`config.mk`:
```
export PLATFORM = sky130hd
export DESIGN_NAME = block_sum_accumulator
export DESIGN_NICKNAME = d
export VERILOG_FILES = /design/src/rtl/block_sum_accumulator_pkg.sv /design/src/rtl/block_sum_accumulator_block_counter.sv /design/src/rtl/block_sum_accumulator.sv
export SDC_FILE = /design/constraint.sdc
export NUM_CORES = 1
export LEC_CHECK = 0
export ABC_AREA = 1
export CORE_AREA = 2 2 67 69
export DETAILED_ROUTE_END_ITERATION = 7
export DIE_AREA = 0 0 69 71
export PLACE_DENSITY = 0.63
export SLEW_MARGIN = 0
export SYNTH_ARGS = -nofsm -noshare
export SYNTH_HDL_FRONTEND = slang
export SYNTH_HIERARCHICAL = 1
export SYNTH_SLANG_ARGS = --single-unit
```
`constraint.sdc`:
```
create_clock -name iCLK -period 2.2 [get_ports iCLK]
set_input_delay 0.22 -clock iCLK [delete_from_list [all_inputs] [get_ports iCLK]]
set_output_delay 0.22 -clock iCLK [all_outputs]
set_load 0.005 [all_outputs]
```
`src/rtl/block_sum_accumulator_pkg.sv`:
```
// Shared defaults and output-slot state encoding for the block sum accumulator.
// The package replaces a radar_defs.vh include so that every file imports the same values.
package block_sum_accumulator_pkg;

  localparam int WL_DEF   = 4;
  localparam int N_DEF    = 16;
  localparam int LOGN_DEF = 4;

  typedef enum logic {
    SLOT_EMPTY = 1'b0,
    SLOT_FULL  = 1'b1
  } slot_state_e;

endpackage

```
`src/rtl/block_sum_accumulator_block_counter.sv`:
```
// Modulo-N sample counter with enable and synchronous clear.
// tc is high whenever the count is at N-1, i.e. the next enabled sample closes the block.
module block_counter
  import block_sum_accumulator_pkg::*;
#(
  parameter int LOGN = LOGN_DEF,
  parameter int N    = N_DEF
) (
  input  logic            iCLK,
  input  logic            iRSTn,
  input  logic            en,
  input  logic            clr,
  output logic [LOGN-1:0] cnt,
  output logic            tc
);

  logic [LOGN-1:0] cnt_r;

  // sample count register; clear wins over enable
  always_ff @(posedge iCLK or negedge iRSTn) begin
    if (!iRSTn) begin
      cnt_r <= {LOGN{1'b0}};
    end else if (clr) begin
      cnt_r <= {LOGN{1'b0}};
    end else if (en) begin
      if (cnt_r == LOGN'(N - 1)) begin
        cnt_r <= {LOGN{1'b0}};
      end else begin
        cnt_r <= cnt_r + LOGN'(1);
      end
    end else begin
      cnt_r <= cnt_r;
    end
  end

  assign cnt = cnt_r;
  assign tc  = (cnt_r == LOGN'(N - 1));

endmodule

```
`src/rtl/block_sum_accumulator.sv`:
```
// Integrate-and-dump: sums N input samples and holds each block total in a
// single-entry valid/ready output slot; totals arriving while the slot is blocked are dropped.
module block_sum_accumulator
  import block_sum_accumulator_pkg::*;
#(
  parameter int WL   = WL_DEF,
  parameter int N    = N_DEF,
  parameter int LOGN = LOGN_DEF
) (
  input  logic                iCLK,
  input  logic                iRSTn,
  input  logic                iEN,
  input  logic [WL:0]         idata,
  input  logic                iCLR,
  input  logic                iREADY,
  output logic [WL+LOGN:0]    odata,
  output logic                oVALID,
  output logic [LOGN-1:0]     oCNT,
  output logic                oDROP
);

  localparam int AW = WL + 1 + LOGN;

  logic [AW-1:0]   acc_r;
  logic [AW-1:0]   odata_r;
  logic [AW-1:0]   total_s;
  logic            drop_r;
  logic            sample_s;
  logic            done_s;
  logic            tc_s;
  logic            load_s;
  logic            lose_s;
  logic [LOGN-1:0] cnt_s;
  slot_state_e     state_r;
  slot_state_e     state_s;

  assign sample_s = iEN & ~iCLR;
  assign done_s   = sample_s & tc_s;
  assign total_s  = acc_r + {{LOGN{1'b0}}, idata};

  block_counter #(
    .LOGN (LOGN),
    .N    (N)
  ) u_block_counter (
    .iCLK  (iCLK),
    .iRSTn (iRSTn),
    .en    (sample_s),
    .clr   (iCLR),
    .cnt   (cnt_s),
    .tc    (tc_s)
  );

  // running block sum, emptied on abort and after the closing sample
  always_ff @(posedge iCLK or negedge iRSTn) begin
    if (!iRSTn) begin
      acc_r <= {AW{1'b0}};
    end else if (iCLR || done_s) begin
      acc_r <= {AW{1'b0}};
    end else if (sample_s) begin
      acc_r <= total_s;
    end else begin
      acc_r <= acc_r;
    end
  end

  // output slot next state: a completion refills the slot only if it is free or being drained
  always_comb begin
    state_s = state_r;
    load_s  = 1'b0;
    lose_s  = 1'b0;
    case (state_r)
      SLOT_EMPTY: begin
        if (done_s) begin
          load_s  = 1'b1;
          state_s = SLOT_FULL;
        end else begin
          state_s = SLOT_EMPTY;
        end
      end
      SLOT_FULL: begin
        if (done_s) begin
          if (iREADY) begin
            load_s = 1'b1;
          end else begin
            lose_s = 1'b1;
          end
          state_s = SLOT_FULL;
        end else if (iREADY) begin
          state_s = SLOT_EMPTY;
        end else begin
          state_s = SLOT_FULL;
        end
      end
      default: begin
        state_s = SLOT_EMPTY;
      end
    endcase
  end

  // slot state, held total and sticky drop flag
  always_ff @(posedge iCLK or negedge iRSTn) begin
    if (!iRSTn) begin
      state_r <= SLOT_EMPTY;
      odata_r <= {AW{1'b0}};
      drop_r  <= 1'b0;
    end else begin
      state_r <= state_s;
      odata_r <= load_s ? total_s : odata_r;
      drop_r  <= drop_r | lose_s;
    end
  end

  assign odata  = odata_r;
  assign oVALID = (state_r == SLOT_FULL);
  assign oCNT   = cnt_s;
  assign oDROP  = drop_r;

endmodule
```
==> results of run 1 <==
## kinds of logic (layout without fill, tap and decap cells)
family / after synthesis / after routing / share of synthesized area
buf+inv: 19 / 48 / 0.0593
fa+ha+maj: 7 / 7 / 0.0716
xor+xnor: 1 / 1 / 0.00659
compound gates: 13 / 13 / 0.0678
simple gates: 99 / 99 / 0.343
flops: 24 / 24 / 0.452
## where the power goes
part / total [W] / switching [W] / internal (W)
logic: 0.000146 / 0.0000851 / 0.0000608
clock network: 0.000395 / 0.000152 / 0.000244
registers: 0.000466 / 0.0000124 / 0.000454
## worst max-delay path, delay by kind of cell (launching register included)
family,cells,cell delay (ns)
adder cells (fa/ha/maj),1,0.26
flip-flops,1,0.45
buffers and inverters,2,0.18
AND/OR/NAND/NOR,2,0.58
AO/OA/AOI/OAI,1,0.14
## synth_stat cells, drive strengths merged
cell and instances:
nand2 57, nand3 25, dfrtp 24, inv 17
nor2 11, o21ai 7, ha 6, a21o 2
nand4 2, o21bai 2, or2 2, a21oi 1
a22o 1, buf 1, clkinv 1, fa 1
nor3 1, nor3b 1, xnor2 1
## state kept, by name, indices dropped and copies added, names as in the netlist
register             count
oVALID                   1
oDROP                    1
acc_r                    9
odata                    9
u_block_counter/cnt      4
## placed cells by master, fill, tap and decap left out, types with 3 or more instances in the layout
cell and instances:
clkbuf_8 3, nand3_1 24, inv_1 13, nand2_1 55, nor2_4 3, o21ai_2 3, ha_1 6, nor2_1 8
o21ai_1 4, clkdlybuf4s50_1 24, inv_2 4, dfrtp_1 24
## routing by layer
layer / track usage / share of wire / wire (µm) / up-vias
li1: - / - / - / 585
met1: 0.162 / 0.49 / 1360 / 523
met2: 0.210 / 0.47 / 1310 / 19
met3: 0.0185 / 0.029 / 82 / 5
met4: 0.0523 / 0.016 / 44 / 0
met5: 0 / 0 / 0 / -
## worst paths after layout
path	end	from	cells past startpoint	slack (ns)
setup / recovery	acc_r[1]$_DFFE_PN0P_	u_block_counter/cnt[0]$_DFFE_PN0P_	6	0.51
hold / removal	u_block_counter/cnt[3]$_DFFE_PN0P_	iRSTn	2	0.30
setup reg to reg	acc_r[1]$_DFFE_PN0P_	u_block_counter/cnt[0]$_DFFE_PN0P_	6	0.51
hold reg to reg	oDROP$_DFF_PN0_	oDROP$_DFF_PN0_	1	0.48
max in group asynchronous	acc_r[8]$_DFFE_PN0P_	iRSTn	2	1.66
min in group iCLK	oDROP$_DFF_PN0_	oDROP$_DFF_PN0_	1	0.48
## metrics by stage
step,cells,utilization,power (W),setup slack [ns],area (µm²)
6_report,244,0.407,0.00101,0.514,1710
5_1_grt,244,0.407,0.00106,0.342,1710
4_1_cts,244,0.407,0.00102,0.494,1710
3_5_place_dp,240,0.390,0.000623,0.287,1640
3_3_place_gp,240,0.390,0.000621,0.291,1640
2_1_floorplan,163,-,0.000566,0.674,1330
## final cells by class
| cell class | count | area, µm² |
|---|---|---|
| fill | 435 | 2490 |
| multi-input combinational | 120 | 649 |
| sequential | 24 | 601 |
| timing repair buffer | 26 | 255 |
| inverter | 18 | 67.6 |
| tap | 52 | 65.1 |
| clock buffer | 3 | 41.3 |
| clock inverter | 1 | 30.0 |
==> results.py, run 1 <==
metrics = {
    "route": {
        "wl_per_cell_um": 11.4,
        "drtPass1Iterations": 4,
        "post-route-drc-count": 0,
        "ant_nets": 0,
        "via_per_inst": 4.64,
        "dr.first_iter.drc_count": 15,
        "vias": 1132,
        "drt_wl_total_um": 2790,
    },
    "clock_network": {
        "ctsHoldBuffers": 0,
        "cts.sinks": 24,
        "ctsResizeCount": 0,
        "cts_buffer_depth": 2,
        "cts_tree": "built",
        "ctsHtreeMaxLevel": 1,
        "insertion_delay_ns": 0.27,
        "root_buffer": "clkbuf_8",
        "post_cts_buffers": 0,
        "clkTransAtPathRegs_ns": 0.09,
        "cts_buffers": 3,
    },
    "timing": {
        "fmax_mhz": 593,
        "setup_tns_ns": 0,
        "rsz0062_at_grt": "no",
        "fin_crit_ns": 1.69,
        "fin_skew_ns": 0.00618,
        "fin_crit_sh": 0.766,
        "worst_pin_slew_ns": 0.595,
        "max_slew_margin": 0.601,
        "slew_viol_final": 0,
        "finalHoldViolations": 0,
        "setup_violations": 0,
        "whs_ns": 0.296,
    },
    "synth": {
        "ys_ff_latch": 24,
        "synth_top_area_share": 0.452,
        "synth_top_area_cell": "dfrtp_1",
        "ys_types": 24,
        "synth_area_leaders": "dfrtp_1, nand2_1, nand3_1, ha_1, inv_1",
        "syn_area_um2": 1330,
        "yosysWarnings": 6,
        "syn_inst": 163,
        "syn_area_per_cell_um2": 8.15,
        "yosysSeqAreaShare": 0.452,
        "syn-num-nets": 180,
    },
    "die": {
        "die_y_um": 71,
        "boundaryPins": 25,
        "row_count": 24,
        "dieArea_um2": 4900,
        "start_util": 0.316,
        "coreArea_um2": 4200,
        "die_x_um": 69,
    },
    "placement": {
        "numPortBuffers": 24,
        "hpwl_um": 2040,
        "globalplace.congestion": 0.792,
    },
    "global_routing": {
        "grt_pass1_wl_um": 5000,
        "grt_usage": 0.125,
        "antenna_found_initial": 0,
        "grt_pass1_vias": 1123,
        "grt_max_degree": 25,
        "overflow": 0,
    },
    "setup_path": {
        "cp.required_ns": 2.41,
        "start_kind": "register",
        "crit_path_max_incr_delay_ns": 0.50,
        "path_max_fanout": 7,
        "cp_slowest_cell": "nor3_2",
        "path_cells": "ha_1 > nand3_2 > inv_1 > nor3_2 > inv_2 > o21ai_1",
        "path_class": "reg -> reg",
        "cp.arrival_ns": 1.90,
        "worstSetupEndpointType": "register",
    },
    "layout": {
        "nets": 210,
        "synthToLayoutAreaGrowth_pct": 28.6,
        "antenna-diode-count": 0,
        "drive_above_1_share": 0.104,
    },
    "pwr": {
        "power_density_nw_per_um2": 590,
        "p_leak_nw": 0.874,
        "ir_drop_mv": 0.214,
    },
    "worst_hold_path": {
        "min_path_type": "in -> async",
    },
    "run": {
        "maxCapViolations": 0,
    },
    "outcome": {
        "status": "completed",
    },
}
Power figures use the tool's default switching activity.
==> run 2: changes to the inputs <==
clock period = 1.6 ns   (was 2.2 ns; I/O delays follow)
==> results.py, run 2 (same netlist as run 1, synthesis figures left out) <==
metrics = {
    "outcome": {
        "status": "completed",
    },
    "layout": {
        "nFillCells": 424,
        "drive_above_1_share": 0.168,
        "seqCellArea_um2": 601,
        "antenna-diode-count": 0,
        "mostFrequentLayoutCells": "nand2_1, dfrtp_1, clkdlybuf4s50_1, nand3_1, inv_1",
        "synthToLayoutAreaGrowth_pct": 33.1,
        "multi_input_area_um2": 694,
        "nets": 216,
        "final_cell_area_um2": 1770,
        "final_common_cell": "nand2_1",
    },
    "setup_path": {
        "cp_slowest_cell": "dfrtp_1",
        "worstSetupEndpointType": "register",
        "path_buf_inv": 0,
        "cp.arrival_ns": 1.74,
        "worst-path-stages": 9,
        "cpLargestDelayFamily": "adder cells",
        "path_class": "reg -> reg",
        "crit_path_max_incr_delay_ns": 0.41,
        "start_kind": "register",
        "path_cells": "ha_4 > fa_2 > nand2_2 > nand2_4 > nand3_2 > nand2_1 > nand2_1 > nand3_1 > nand2_1",
        "path_max_fanout": 4,
        "r2r_cells": 9,
        "critPathMostFrequentCell": "nand2_1",
        "cp.required_ns": 1.81,
    },
    "placement": {
        "numPortBuffers": 24,
        "globalplace.congestion": 0.792,
        "hpwl_um": 2050,
        "pre_cts_ws_ns": -0.266,
        "dpl_cell_area_um2": 1680,
    },
    "clock_network": {
        "cts_buffer_depth": 2,
        "ctsHtreeMaxLevel": 1,
        "cts.sinks": 24,
        "root_buffer": "clkbuf_8",
        "clkTransAtPathRegs_ns": 0.08,
        "cts_buffers": 3,
        "insertion_delay_ns": 0.27,
        "cts_tree": "built",
    },
    "pwr": {
        "p_leak_nw": 0.904,
        "ir_drop_mv": 0.368,
        "power_density_nw_per_um2": 700,
    },
    "route": {
        "ant_nets": 0,
        "wl_per_cell_um": 11.6,
        "dr.first_iter.drc_count": 27,
        "drtPass1Iterations": 4,
        "via_per_inst": 4.63,
        "drt_wl_total_um": 2890,
        "post-route-drc-count": 0,
        "vias": 1154,
    },
    "timing": {
        "setup_slack_ns": 0.0766,
        "fin_crit_sh": 0.952,
        "max_slew_margin": 0.542,
        "fmax_mhz": 656,
        "rsz0062_at_grt": "yes",
        "fin_skew_ns": 0.00291,
        "worst_pin_slew_ns": 0.684,
        "fin_crit_ns": 1.52,
        "finalHoldViolations": 0,
        "setup_violations": 0,
        "slew_viol_final": 0,
    },
    "worst_hold_path": {
        "min_path_type": "in -> async",
    },
    "die": {
        "die_x_um": 69,
        "die_y_um": 71,
        "boundaryPins": 25,
        "row_count": 24,
        "start_util": 0.316,
        "dieArea_um2": 4900,
        "coreArea_um2": 4200,
    },
    "global_routing": {
        "grt_usage": 0.126,
        "grt_pass1_wl_um": 4960,
        "grt_max_degree": 25,
        "grt_pass1_vias": 1123,
        "antenna_found_initial": 0,
        "overflow": 0,
    },
    "run": {
        "maxCapViolations": 0,
    },
}
run 2: cell count changes in the layout (fill, tap and decap cells not counted), sizes merged:
cell	before	now
buf	2	8
bufinv	1	0
run 2: worst register-to-register path: cells and delay by family (launching register included):
kind,cells,cell delay (ns)
AND/OR/NAND/NOR,7,0.51
adder cells (fa/ha/maj),2,0.54
flip-flops,1,0.41
run 2: repair_timing:
item / 4_1_cts / 5_1_grt
endpoints found under the setup margin: 5 / 6
setup buffers: 0 / 1
pin swaps: 0 / 2
hold buffers: 0 / 0
resized for setup: 1 / 9
endpoints found under the hold margin: 0 / 0
run 2: final cells by class:
cell class | count | share of cell area
Sequential cell | 24 | 0.339
Clock buffer | 3 | 0.0233
Inverter | 18 | 0.0382
Timing Repair Buffer | 32 | 0.170
Multi-Input combinational cell | 120 | 0.393
Tap cell | 52 | 0.0368
run 2: path summary, 6_finish.rpt:
check                                        to            startpoint  slack, ns
max                        odata[8]$_DFFE_PN0P_  acc_r[0]$_DFFE_PN0P_       0.08
min                             oDROP$_DFF_PN0_                 iRSTn       0.24
max reg2reg                odata[8]$_DFFE_PN0P_  acc_r[0]$_DFFE_PN0P_       0.08
min reg2reg                odata[2]$_DFFE_PN0P_  odata[2]$_DFFE_PN0P_       0.48
max in group asynchronous  acc_r[2]$_DFFE_PN0P_                 iRSTn       1.11
min in group iCLK          odata[2]$_DFFE_PN0P_  odata[2]$_DFFE_PN0P_       0.48
run 2: power by group:
| group | internal (W) | switching [W] | total, W |
|---|---|---|---|
| sequential | 0.000624 | 0.0000170 | 0.000641 |
| combinational | 0.000103 | 0.000132 | 0.000235 |
| clock | 0.000169 | 0.000193 | 0.000362 |
run 2: through the flow:
| step | util | instances | hold slack (ns) | power [W] | TNS (ns) |
|---|---|---|---|---|---|
| floorplan | - | 163 | -0.136 | 0.000778 | 0 |
| global placement | 0.399 | 245 | 0.461 | 0.000868 | -1.73 |
| detailed placement | 0.399 | 245 | 0.467 | 0.000869 | -1.90 |
| CTS | 0.409 | 248 | 0.251 | 0.00124 | 0 |
| global route | 0.421 | 249 | 0.284 | 0.00132 | -0.0419 |
| finish | 0.421 | 249 | 0.240 | 0.00124 | 0 |
run 2: metal layers:
metal / vias to the layer above / global-route usage / part of all wire
li1: 598 / - / -
met1: 534 / 0.154 / 0.46
met4: 0 / 0.0588 / 0.018
met2: 17 / 0.217 / 0.48
met3: 5 / 0.0199 / 0.033
met5: - / 0 / 0
